File: src/rtl/ber_pkg.sv
// ber_pkg: shared definitions for the bit-error-rate counter.
//   - ber_state_e : SEARCH (sweeping reference delay taps) / COUNT (locked).
//   - DEF_*       : default DELAY_LEN, WINDOW and CNT_W.
//   - sat_inc     : counter increment on a MAX_CNT_W-wide container.
//                   Its overflow behaviour depends on the BER_COUNT_SAT_EN macro.
//                   Defined: the counter saturates at max_val and holds.
//                   Undefined: the counter wraps modulo (max_val+1).
package ber_pkg;

  typedef enum logic {
    SEARCH = 1'b0,
    COUNT  = 1'b1
  } ber_state_e;

  localparam int unsigned DEF_DELAY_LEN = 512;
  localparam int unsigned DEF_WINDOW    = 511;
  localparam int unsigned DEF_CNT_W     = 64;

  // Widest counter the increment helper supports.
  localparam int unsigned MAX_CNT_W     = 64;

  // max_val is the all-ones value of the caller's real counter width,
  // zero-extended into the MAX_CNT_W container.
  function automatic logic [MAX_CNT_W-1:0] sat_inc(
    input logic [MAX_CNT_W-1:0] val,
    input logic                 inc,
    input logic [MAX_CNT_W-1:0] max_val
  );
    logic [MAX_CNT_W-1:0] res;
`ifdef BER_COUNT_SAT_EN
    if (inc && (val != max_val)) res = val + MAX_CNT_W'(1);
    else                         res = val;
`else
    res = (val + MAX_CNT_W'(inc)) & max_val;
`endif
    return res;
  endfunction

endpackage

File: src/rtl/ber_ref_delay.sv
// ber_ref_delay: reference-bit delay line with a selectable output tap.
//   clock     : system clock (rising edge)
//   i_reset   : synchronous active-low reset; clears the line to 0
//   i_shift   : shift strobe; i_ref_bit enters the line on this edge
//   i_ref_bit : PRBS reference bit from the transmitter
//   i_tap     : selected tap, 0..DELAY_LEN-1
//   o_ref     : reference bit from i_tap strobes ago. Tap 0 is i_ref_bit itself.
// DELAY_LEN must be at least 2.
module ber_ref_delay #(
  parameter  int unsigned DELAY_LEN = ber_pkg::DEF_DELAY_LEN,
  localparam int unsigned TAP_W     = $clog2(DELAY_LEN)
) (
  input  logic             clock,
  input  logic             i_reset,
  input  logic             i_shift,
  input  logic             i_ref_bit,
  input  logic [TAP_W-1:0] i_tap,
  output logic             o_ref
);

  // line_q[k] holds the reference bit from k+1 strobes ago.
  logic [DELAY_LEN-2:0] line_q;
  logic [DELAY_LEN-1:0] taps;

  // Tap 0 is the live input, so only DELAY_LEN-1 bits of storage are needed.
  assign taps = {line_q, i_ref_bit};

  always_ff @(posedge clock) begin
    if (!i_reset) begin
      line_q <= '0;
    end else if (i_shift) begin
      line_q <= taps[DELAY_LEN-2:0];
    end
  end

  assign o_ref = taps[i_tap];

endmodule

File: src/rtl/ber_counter.sv
// ber_counter: per-branch bit-error-rate counter.
// It sweeps the reference delay over taps 0..DELAY_LEN-1 with WINDOW strobes per tap.
// It then locks to the tap with the fewest errors; ties go to the lowest tap.
// After lock it accumulates the compared-bit and error-bit counts.
//   clock       : system clock (rising edge)
//   i_reset     : synchronous active-low reset
//   i_enable    : global enable; the block is frozen while low
//   i_valid     : symbol strobe
//   i_bit       : slicer decision bit
//   i_ref_bit   : PRBS reference bit
//   o_locked    : high once the sweep has completed
//   o_latency   : selected delay tap (0 while searching)
//   o_bit_count : symbols compared since lock
//   o_err_count : mismatches since lock
// Handshake: a symbol is consumed on a rising edge where i_reset, i_enable and i_valid are all high.
//   No ready exists; a symbol presented while i_enable is low is dropped.
// Configuration macro BER_COUNT_SAT_EN: counters saturate when defined, and wrap otherwise.
module ber_counter
  import ber_pkg::*;
#(
  parameter  int unsigned DELAY_LEN = DEF_DELAY_LEN,
  parameter  int unsigned WINDOW    = DEF_WINDOW,
  parameter  int unsigned CNT_W     = DEF_CNT_W,
  localparam int unsigned TAP_W     = $clog2(DELAY_LEN)
) (
  input  logic             clock,
  input  logic             i_reset,
  input  logic             i_enable,
  input  logic             i_valid,
  input  logic             i_bit,
  input  logic             i_ref_bit,
  output logic             o_locked,
  output logic [TAP_W-1:0] o_latency,
  output logic [CNT_W-1:0] o_bit_count,
  output logic [CNT_W-1:0] o_err_count
);

  localparam int unsigned WIN_W = (WINDOW > 1) ? $clog2(WINDOW) : 1;
  // The width must hold a full-window error count, which can equal WINDOW.
  localparam int unsigned ERR_W = $clog2(WINDOW + 1);

  localparam logic [WIN_W-1:0]     WIN_LAST = WIN_W'(WINDOW - 1);
  localparam logic [TAP_W-1:0]     TAP_LAST = TAP_W'(DELAY_LEN - 1);
  localparam logic [MAX_CNT_W-1:0] CNT_MAX  = {MAX_CNT_W{1'b1}} >> (MAX_CNT_W - CNT_W);

  ber_state_e       state_q;
  logic [TAP_W-1:0] cur_delay_q;
  logic [TAP_W-1:0] best_delay_q;
  logic [WIN_W-1:0] win_cnt_q;
  logic [ERR_W-1:0] win_err_q;
  logic [ERR_W-1:0] min_err_q;
  logic             locked_q;
  logic [TAP_W-1:0] latency_q;
  logic [CNT_W-1:0] bit_cnt_q;
  logic [CNT_W-1:0] err_cnt_q;

  logic             strobe;
  logic             ref_tap;
  logic             err;
  logic [ERR_W-1:0] win_result_d;
  logic             new_best;
  logic [TAP_W-1:0] best_delay_d;
  logic [CNT_W-1:0] bit_cnt_d;
  logic [CNT_W-1:0] err_cnt_d;

  assign strobe = i_reset & i_enable & i_valid;

  ber_ref_delay #(
    .DELAY_LEN (DELAY_LEN)
  ) u_ref_delay (
    .clock     (clock),
    .i_reset   (i_reset),
    .i_shift   (strobe),
    .i_ref_bit (i_ref_bit),
    .i_tap     (cur_delay_q),
    .o_ref     (ref_tap)
  );

  assign err = i_bit ^ ref_tap;

  // The window result includes the error of the current (possibly final) strobe.
  assign win_result_d = win_err_q + ERR_W'(err);
  // A strict compare keeps the earlier, lower tap on ties.
  assign new_best     = (win_result_d < min_err_q);
  // The best tap including this strobe's window is used when the last window closes.
  assign best_delay_d = new_best ? cur_delay_q : best_delay_q;

  assign bit_cnt_d = CNT_W'(sat_inc(MAX_CNT_W'(bit_cnt_q), 1'b1, CNT_MAX));
  assign err_cnt_d = CNT_W'(sat_inc(MAX_CNT_W'(err_cnt_q), err, CNT_MAX));

  always_ff @(posedge clock) begin
    if (!i_reset) begin
      state_q      <= SEARCH;
      cur_delay_q  <= '0;
      best_delay_q <= '0;
      win_cnt_q    <= '0;
      win_err_q    <= '0;
      min_err_q    <= '1;
      locked_q     <= 1'b0;
      latency_q    <= '0;
      bit_cnt_q    <= '0;
      err_cnt_q    <= '0;
    end else if (strobe) begin
      case (state_q)
        SEARCH: begin
          if (win_cnt_q == WIN_LAST) begin
            win_cnt_q <= '0;
            win_err_q <= '0;
            if (new_best) begin
              min_err_q    <= win_result_d;
              best_delay_q <= cur_delay_q;
            end
            if (cur_delay_q == TAP_LAST) begin
              // The final sweep strobe locks the block but is not counted.
              state_q     <= COUNT;
              cur_delay_q <= best_delay_d;
              locked_q    <= 1'b1;
              latency_q   <= best_delay_d;
            end else begin
              cur_delay_q <= cur_delay_q + TAP_W'(1);
            end
          end else begin
            win_cnt_q <= win_cnt_q + WIN_W'(1);
            win_err_q <= win_result_d;
          end
        end
        COUNT: begin
          bit_cnt_q <= bit_cnt_d;
          err_cnt_q <= err_cnt_d;
        end
        default: state_q <= SEARCH;
      endcase
    end
  end

  assign o_locked    = locked_q;
  assign o_latency   = latency_q;
  assign o_bit_count = bit_cnt_q;
  assign o_err_count = err_cnt_q;

endmodule

File: config.mk
export PLATFORM = sky130hd
export DESIGN_NAME = ber_counter
export DESIGN_NICKNAME = d
export VERILOG_FILES = /design/src/rtl/ber_pkg.sv /design/src/rtl/ber_ref_delay.sv /design/src/rtl/ber_counter.sv
export SDC_FILE = /design/constraint.sdc
export NUM_CORES = 1
export LEC_CHECK = 0
export CAP_MARGIN = 10
export CELL_PAD_IN_SITES_DETAIL_PLACEMENT = 1
export CELL_PAD_IN_SITES_GLOBAL_PLACEMENT = 1
export CORE_UTILIZATION = 35
export CTS_CLUSTER_DIAMETER = 100
export DETAILED_ROUTE_END_ITERATION = 7
export PLACE_DENSITY_LB_ADDON = 0.1
export SYNTH_ARGS = -nofsm -noshare
export SYNTH_HDL_FRONTEND = slang
export SYNTH_SLANG_ARGS = --single-unit
export TNS_END_PERCENT = 50
File: constraint.sdc
create_clock -name clock -period 6.7 [get_ports clock]
set_clock_uncertainty 0.2 [all_clocks]
set_input_delay 1.34 -clock clock [delete_from_list [all_inputs] [get_ports clock]]
set_output_delay 1.34 -clock clock [all_outputs]
set_load 0.005 [all_outputs]
# Word level (Yosys, flattened, before mapping)
# Index checks and enable logic that the tools add are counted.
# word_totals
ff_bits	695
input_bits	6
out_inout_bits	138
wordCells	38
# classes
n_addsub	5
order_cmp	2
eq_ne	2
muxes	9
bitwise_logic	4
n_reduce_logical	5
# op_table
operator	n
64-bit by 1-bit adder with 64-bit output	1
64-bit by 1-bit adder with 64-bit output (second input constant)	1
9-bit 2-to-1 mux	4
9-bit by 1-bit adder with 9-bit output (second input constant)	2
9-bit equality test (second input constant)	2
9-bit by 10-bit < comparator with 1-bit output (second input constant)	1
9-bit by 1-bit adder with 9-bit output	1
1-bit binary-select mux with 9-bit select	1
9-bit < comparator	1
4-bit AND reduction	2
1-bit 2-to-1 mux	4
2-bit AND reduction	2
3-bit AND reduction	1
1-bit AND	2
1-bit inverter	1
1-bit bitwise XOR	1

# Depth between registers and ports, before layout
# depth
word_depth	7
depth_mapped	26
mapped_depth_nobuf	20

# Hierarchy
# Synthesis repeated with hierarchy kept, for this count alone.
# unflattened
hier_cells	3148
area_unflattened_um2	32175.9
# by_module_without_submodules
module	instances	cells_each	area_each_um2	seq_area_each_um2
ber_ref_delay	1	2084	23461.3	10229.8
ber_counter	1	1064	8714.6	3683.5

# Least setup slack after synthesis
# Ideal clock, no wire load.
# synth_path
kind	input port to flip-flop
startpoint	input port i_ref_bit
endpoint	register min_err_q[0]
setup_ns	0.130
arrival_time_ns	5.284
required_ns	6.370
setup_slack_ns	1.086
path_stages	20
path_buffers	1
cell_sequence	mux4_2 -> mux2i_1 -> nor2_1 -> a211oi_1 -> nor3_1 -> nand4_1 -> nand4_1 -> xor2_1 -> ha_1 -> ha_1 -> nand3_1 -> nor2_1 -> xor2_1 -> ha_1 -> or3_1 -> a211o_1 -> a211oi_4 -> buf_2 -> mux2i_1 -> nand2_1
# synth_via
elab_chain_cells	6
# synth_rtl
item	line_no	text
start, declared	ber_counter.sv:31	input logic i_ref_bit,
1-bit binary-select mux with 9-bit select	ber_ref_delay.sv:36	assign o_ref = taps[i_tap];
1-bit 2-to-1 mux (not written as such)	ber_ref_delay.sv:36	
1-bit bitwise XOR	ber_counter.sv:79	assign err = i_bit ^ ref_tap;
9-bit by 1-bit adder with 9-bit output	ber_counter.sv:82	assign win_result_d = win_err_q + ERR_W'(err);
via win_result_d[6]	ber_counter.sv:60	logic [ERR_W-1:0] win_result_d;
9-bit < comparator	ber_counter.sv:84	assign new_best = (win_result_d < min_err_q);
4-bit AND reduction (no source line)	-	
end signal, assigned	ber_counter.sv:110	min_err_q <= win_result_d;
end, declared	ber_counter.sv:51	logic [ERR_W-1:0] min_err_q;
# The timed path passes the listed nets, and every way through them passes these cells. The select of a mux whose other input is x is not followed.
# A chain may end at the register's enable or synchronous reset.

# Final worst setup path
# layout_path
startpoint	register cur_delay_q[0]
endpoint	register cur_delay_q[5]
# layout_via
elab_chain_cells	7
word_cells_on_any_way	9
classes_between	2 x add/sub; 1 x order compare; 1 x eq/ne; 4 x mux; 1 x bitwise
# layout_rtl
item	line_no	text
start, declared	ber_counter.sv:47	logic [TAP_W-1:0] cur_delay_q;
start signal, assigned	ber_counter.sv:116	cur_delay_q <= best_delay_d;
start signal, assigned	ber_counter.sv:120	cur_delay_q <= cur_delay_q + TAP_W'(1);
1-bit binary-select mux with 9-bit select	ber_ref_delay.sv:36	
1-bit 2-to-1 mux (not written as such)	ber_ref_delay.sv:36	
1-bit bitwise XOR	ber_counter.sv:79	
9-bit by 1-bit adder with 9-bit output	ber_counter.sv:82	
via win_result_d[6]	ber_counter.sv:60	
9-bit < comparator	ber_counter.sv:84	
9-bit 2-to-1 mux	-	
9-bit 2-to-1 mux	ber_counter.sv:113	if (cur_delay_q == TAP_LAST) begin
# The timed path passes the listed nets, and every way through them passes these cells. The select of a mux whose other input is x is not followed.

==> results.tsv <==
stage	metric	value	unit
drt	DR iter-0 viols	1175	
clock_tree	# clock sinks	695	
logic_synthesis	Yosys warning count	0	
logic_synthesis	post-synthesis net count	3567	
drt	detailed-route vias per instance	5.24	
final_layout	fraction of layout cells with a size suffix above 1	9.27	%
setup_path	slack of the worst reg-to-reg path	0.51	ns
setup_path	CP Data Required Time	6.99	ns
setup_path	series of cell instances along the critical path	buf_12 > mux4_2 > nand2_1 > a21oi_1 > a2111oi_0 > buf_4 > a22oi_1 > nand4_1 > nand4_1 > xor2_1 > ha_1 > ha_1 > nand3_1 > nor2_1 > xor2_1 > ha_1 > or3_1 > a211o_1 > a21oi_2 > buf_12 > mux2i_1 > a2111oi_0	
clock_tree	Worst-path clk slew	0.06	ns
clock_tree	hold bufs inserted after CTS	0	
power_and_ir_drop	worst ir drop on vdd	0.173	mV
sta	Peak Freq	0.162	GHz
die	I/O pin total	144	
setup_path	master of the slowest instance on the critical path	dfxtp_4	
logic_synthesis	count of different cell masters after synthesis	67	
sta	minimum clock period after layout	6.19	ns
setup_path	path depth of the worst reg2reg path	22	
clock_tree	clock insertion delay at the later pin of the skew report	0.62	ns
clock_tree	clock tree root buffer cell	clkbuf_16	
logic_synthesis	post-synthesis instance total	3544	
sta	RSZ-0062 raised after global routing	no	
final_layout	Layout area overhead	17.1	%
setup_path	Worst Path Max Fanout	42	
drt	drt pass-1 iters	5	
placed_design	port bufs	143	
setup_path	Most Frequent Cell on Critical Path	ha_1	
die	Die Footprint	86400	um^2
final_layout	n_diodes	0	
final_layout	post-route standard cell area excluding fillers	34900	um^2
clock_tree	count of instances resized after the clock tree is built	0	
die	width of the die	294	um
sta	number of hold violations in the final report	0	
die	DIE HEIGHT	294	um
sta	transition at the pin with the smallest max-transition slack	1.10	ns
global_routing	antenna violations before repair	1	
setup_path	reg-to-reg critical path startpoint	cur_delay_q[0]	
sta	normalized max-slew margin	26.4	%
power_and_ir_drop	static leakage	11.3	nW
clock_tree	number of buffers on the longest clock path	3	
global_routing	total routing resource utilization after global routing	19.5	%
clock_tree	maximum level of the CTS H-tree	3	
logic_synthesis	Async SR Flop Fraction	0	%
final_layout	leading cell types in the layout, fill and taps excluded	nand2_1, dfxtp_1, a21oi_1	
drt	antenna viol nets, final	0	
min_path	class of the most critical hold timing path	reg -> reg	
setup_path	buffers plus inverters on the worst setup path	3	
clock_tree	buffer count from post-CTS setup fixing	0	
setup_path	type of the worst setup path	reg -> reg	
job	total of max-cap violations	0	
setup_path	cell class contributing the biggest share of worst-path delay	compound AO/OA/AOI/OAI gates	
placed_design	placed cell count	4614	
final_layout	most frequent standard cell in the layout excluding fill and tap cells	nand2_1	
run_status	outcome	finished clean	
logic_synthesis	most common flop cell mapped by yosys	dfxtp_1	
drt	DRC violation count after routing	0	
min_path	destination of the worst hold path	u_ref_delay.line_q[323]	
setup_path	kind of capture point of the worst setup path	flip-flop	
placed_design	Placement Cell Area	32200	um^2
logic_synthesis	area of the mapped netlist	29800	um^2
final_layout	core occupancy in the finished layout	41.6	%
clock_tree	Num CTS Buffers	82	
die	core box area	84000	um^2
global_routing	pin count of the biggest net entering global routing	239	
setup_path	data arrival time of the critical path	6.48	ns
power_and_ir_drop	Power per Cell Area	253	nW/um^2
setup_path	delay of the slowest cell on the worst path	0.60	ns
drt	Total Routed Length	85000	um
final_layout	nets@finish	3587	
drt	WL per Instance	17.9	um
logic_synthesis	post-synthesis register bit count	695	
clock_tree	CTS tree	yes	
setup_path	end of the worst register-to-register path	cur_delay_q[5]	
min_path	number of cells on the worst hold path	2	
placed_design	final RePlAce weighted congestion	0.785	
logic_synthesis	Synth Area per Inst	8.42	um^2
final_layout	Layout fillers	9725	
sta	Tcrit/Tclk final	92.4	%
die	number of rows created at floorplan	106	
global_routing	total congestion overflow	0	
sta	total negative slack	0	ns
sta	Slew Viols, Final	0	
drt	total vias in the final route	24900	
placed_design	HPWL after detailed placement	54100	um
final_layout	non-filler cells, final	4757	
sta	setup violators final	0	
setup_path	Critical Path Start Type	flip-flop	
global_routing	first-pass GRT wire length	137000	um
global_routing	number of global-route vias before repair	25400	
min_path	beginning of the worst hold path	u_ref_delay.line_q[322]	
logic_synthesis	share of synthesized area occupied by flip-flops and latches	46.6	%
die	initial cell density of the core	35.5	%
logic_synthesis	Post-synth EDFFs	0	
==> synth_stat cells, types with 6 or more instances <==
library cell / number / share of area [%]
a2111oi_0: 7 / 0.21
a21oi_1: 579 / 9.7
a221oi_1: 8 / 0.23
a22o_1: 8 / 0.23
a22oi_1: 25 / 0.63
a31oi_1: 6 / 0.13
and2_1: 15 / 0.31
and3_1: 23 / 0.48
and4_1: 13 / 0.38
buf_1: 32 / 0.40
buf_2: 23 / 0.39
buf_4: 7 / 0.18
clkbuf_1: 198 / 2.5
dfxtp_1: 695 / 47
ha_1: 17 / 0.71
inv_1: 25 / 0.31
mux2_2: 8 / 0.30
mux2i_1: 34 / 1.1
mux4_2: 120 / 9.1
nand2_1: 1126 / 14
nand2b_1: 10 / 0.21
nand3_1: 66 / 1.1
nand4_1: 45 / 0.94
nor2_1: 151 / 1.9
nor2b_1: 13 / 0.27
nor3_1: 14 / 0.23
nor4_1: 6 / 0.13
o211ai_1: 11 / 0.28
o21ai_0: 46 / 0.77
o22ai_1: 11 / 0.23
or3_1: 34 / 0.71
xnor2_1: 40 / 1.2
xor2_1: 70 / 2.1
==> stage by stage <==
| step | power [W] | hold WS, ns | worst slack (ns) |
|---|---|---|---|
| 2_1_floorplan | 0.00437 | 0.233 | 1.09 |
| 3_3_place_gp | 0.00442 | 0.239 | 0.155 |
| 3_5_place_dp | 0.00442 | 0.257 | 0.0635 |
| 4_1_cts | 0.00899 | 0.253 | 0.383 |
| 5_1_grt | 0.00916 | 0.276 | 0.0317 |
| 6_report | 0.00884 | 0.261 | 0.508 |
==> worst min-delay path: stages, from the launching register on <==
cell,delay (ns)
dfxtp_1,0.32
nand2_1,0.06
a21oi_1,0.05
==> worst max path at each step <==
stage / cells past startpoint / to / start
floorplan: 20 / min_err_q[0] / i_ref_bit
global placement: 22 / cur_delay_q[5] / i_ref_bit
detailed placement: 21 / cur_delay_q[5] / i_ref_bit
CTS: 22 / cur_delay_q[5] / cur_delay_q[0]
global route: 23 / cur_delay_q[5] / cur_delay_q[0]
finish: 22 / cur_delay_q[5] / cur_delay_q[0]
==> power breakdown <==
group	switching [W]	internal [W]	leakage, nW
Sequential	0.00000110	0.00413	5.60
Combinational	0.000176	0.0000191	4.32
Clock	0.00177	0.00274	1.35
==> final cells by class <==
class | count | area, um^2 | share of cell area, %
clock buffer | 126 | 2530 | 7.25
clock inverter | 17 | 193 | 0.551
inverter | 27 | 109 | 0.312
multi-input combinational | 2557 | 14700 | 42.2
sequential | 695 | 13900 | 39.8
tap | 1134 | 1420 | 4.06
timing repair buffer | 201 | 2020 | 5.79
==> cells by family (layout without fill, tap and decap cells) <==
family                   Yosys count  count (layout)  share of synthesized area [%]
AO/OA/AOI/OAI                    731             731                           13.3
flip-flops                       695             695                           46.6
buffers and inverters            292             371                           3.98
multiplexers                     162             162                           10.5
AND/OR/NAND/NOR                 1537            1537                           21.6
XOR/XNOR                         110             110                           3.23
adder cells (fa/ha/maj)           17              17                          0.713
==> layer usage <==
metal | up-vias | routed length, um | GRT usage, %
li1 | 12100 | - | -
met1 | 12400 | 39700 | 25.5
met2 | 325 | 40500 | 33.1
met3 | 117 | 2880 | 2.70
met4 | 0 | 1950 | 5.79
met5 | - | 0 | 0
==> sequential cells by signal, indices dropped and copies added, names as in the netlist <==
register / cells
min_err_q: 9
state_q: 1
cur_delay_q: 9
o_locked: 1
o_latency: 9
best_delay_q: 9
o_err_count: 64
win_err_q: 9
win_cnt_q: 9
u_ref_delay.line_q: 511
o_bit_count: 64
No activity file was read; power rests on OpenSTA's default activity.
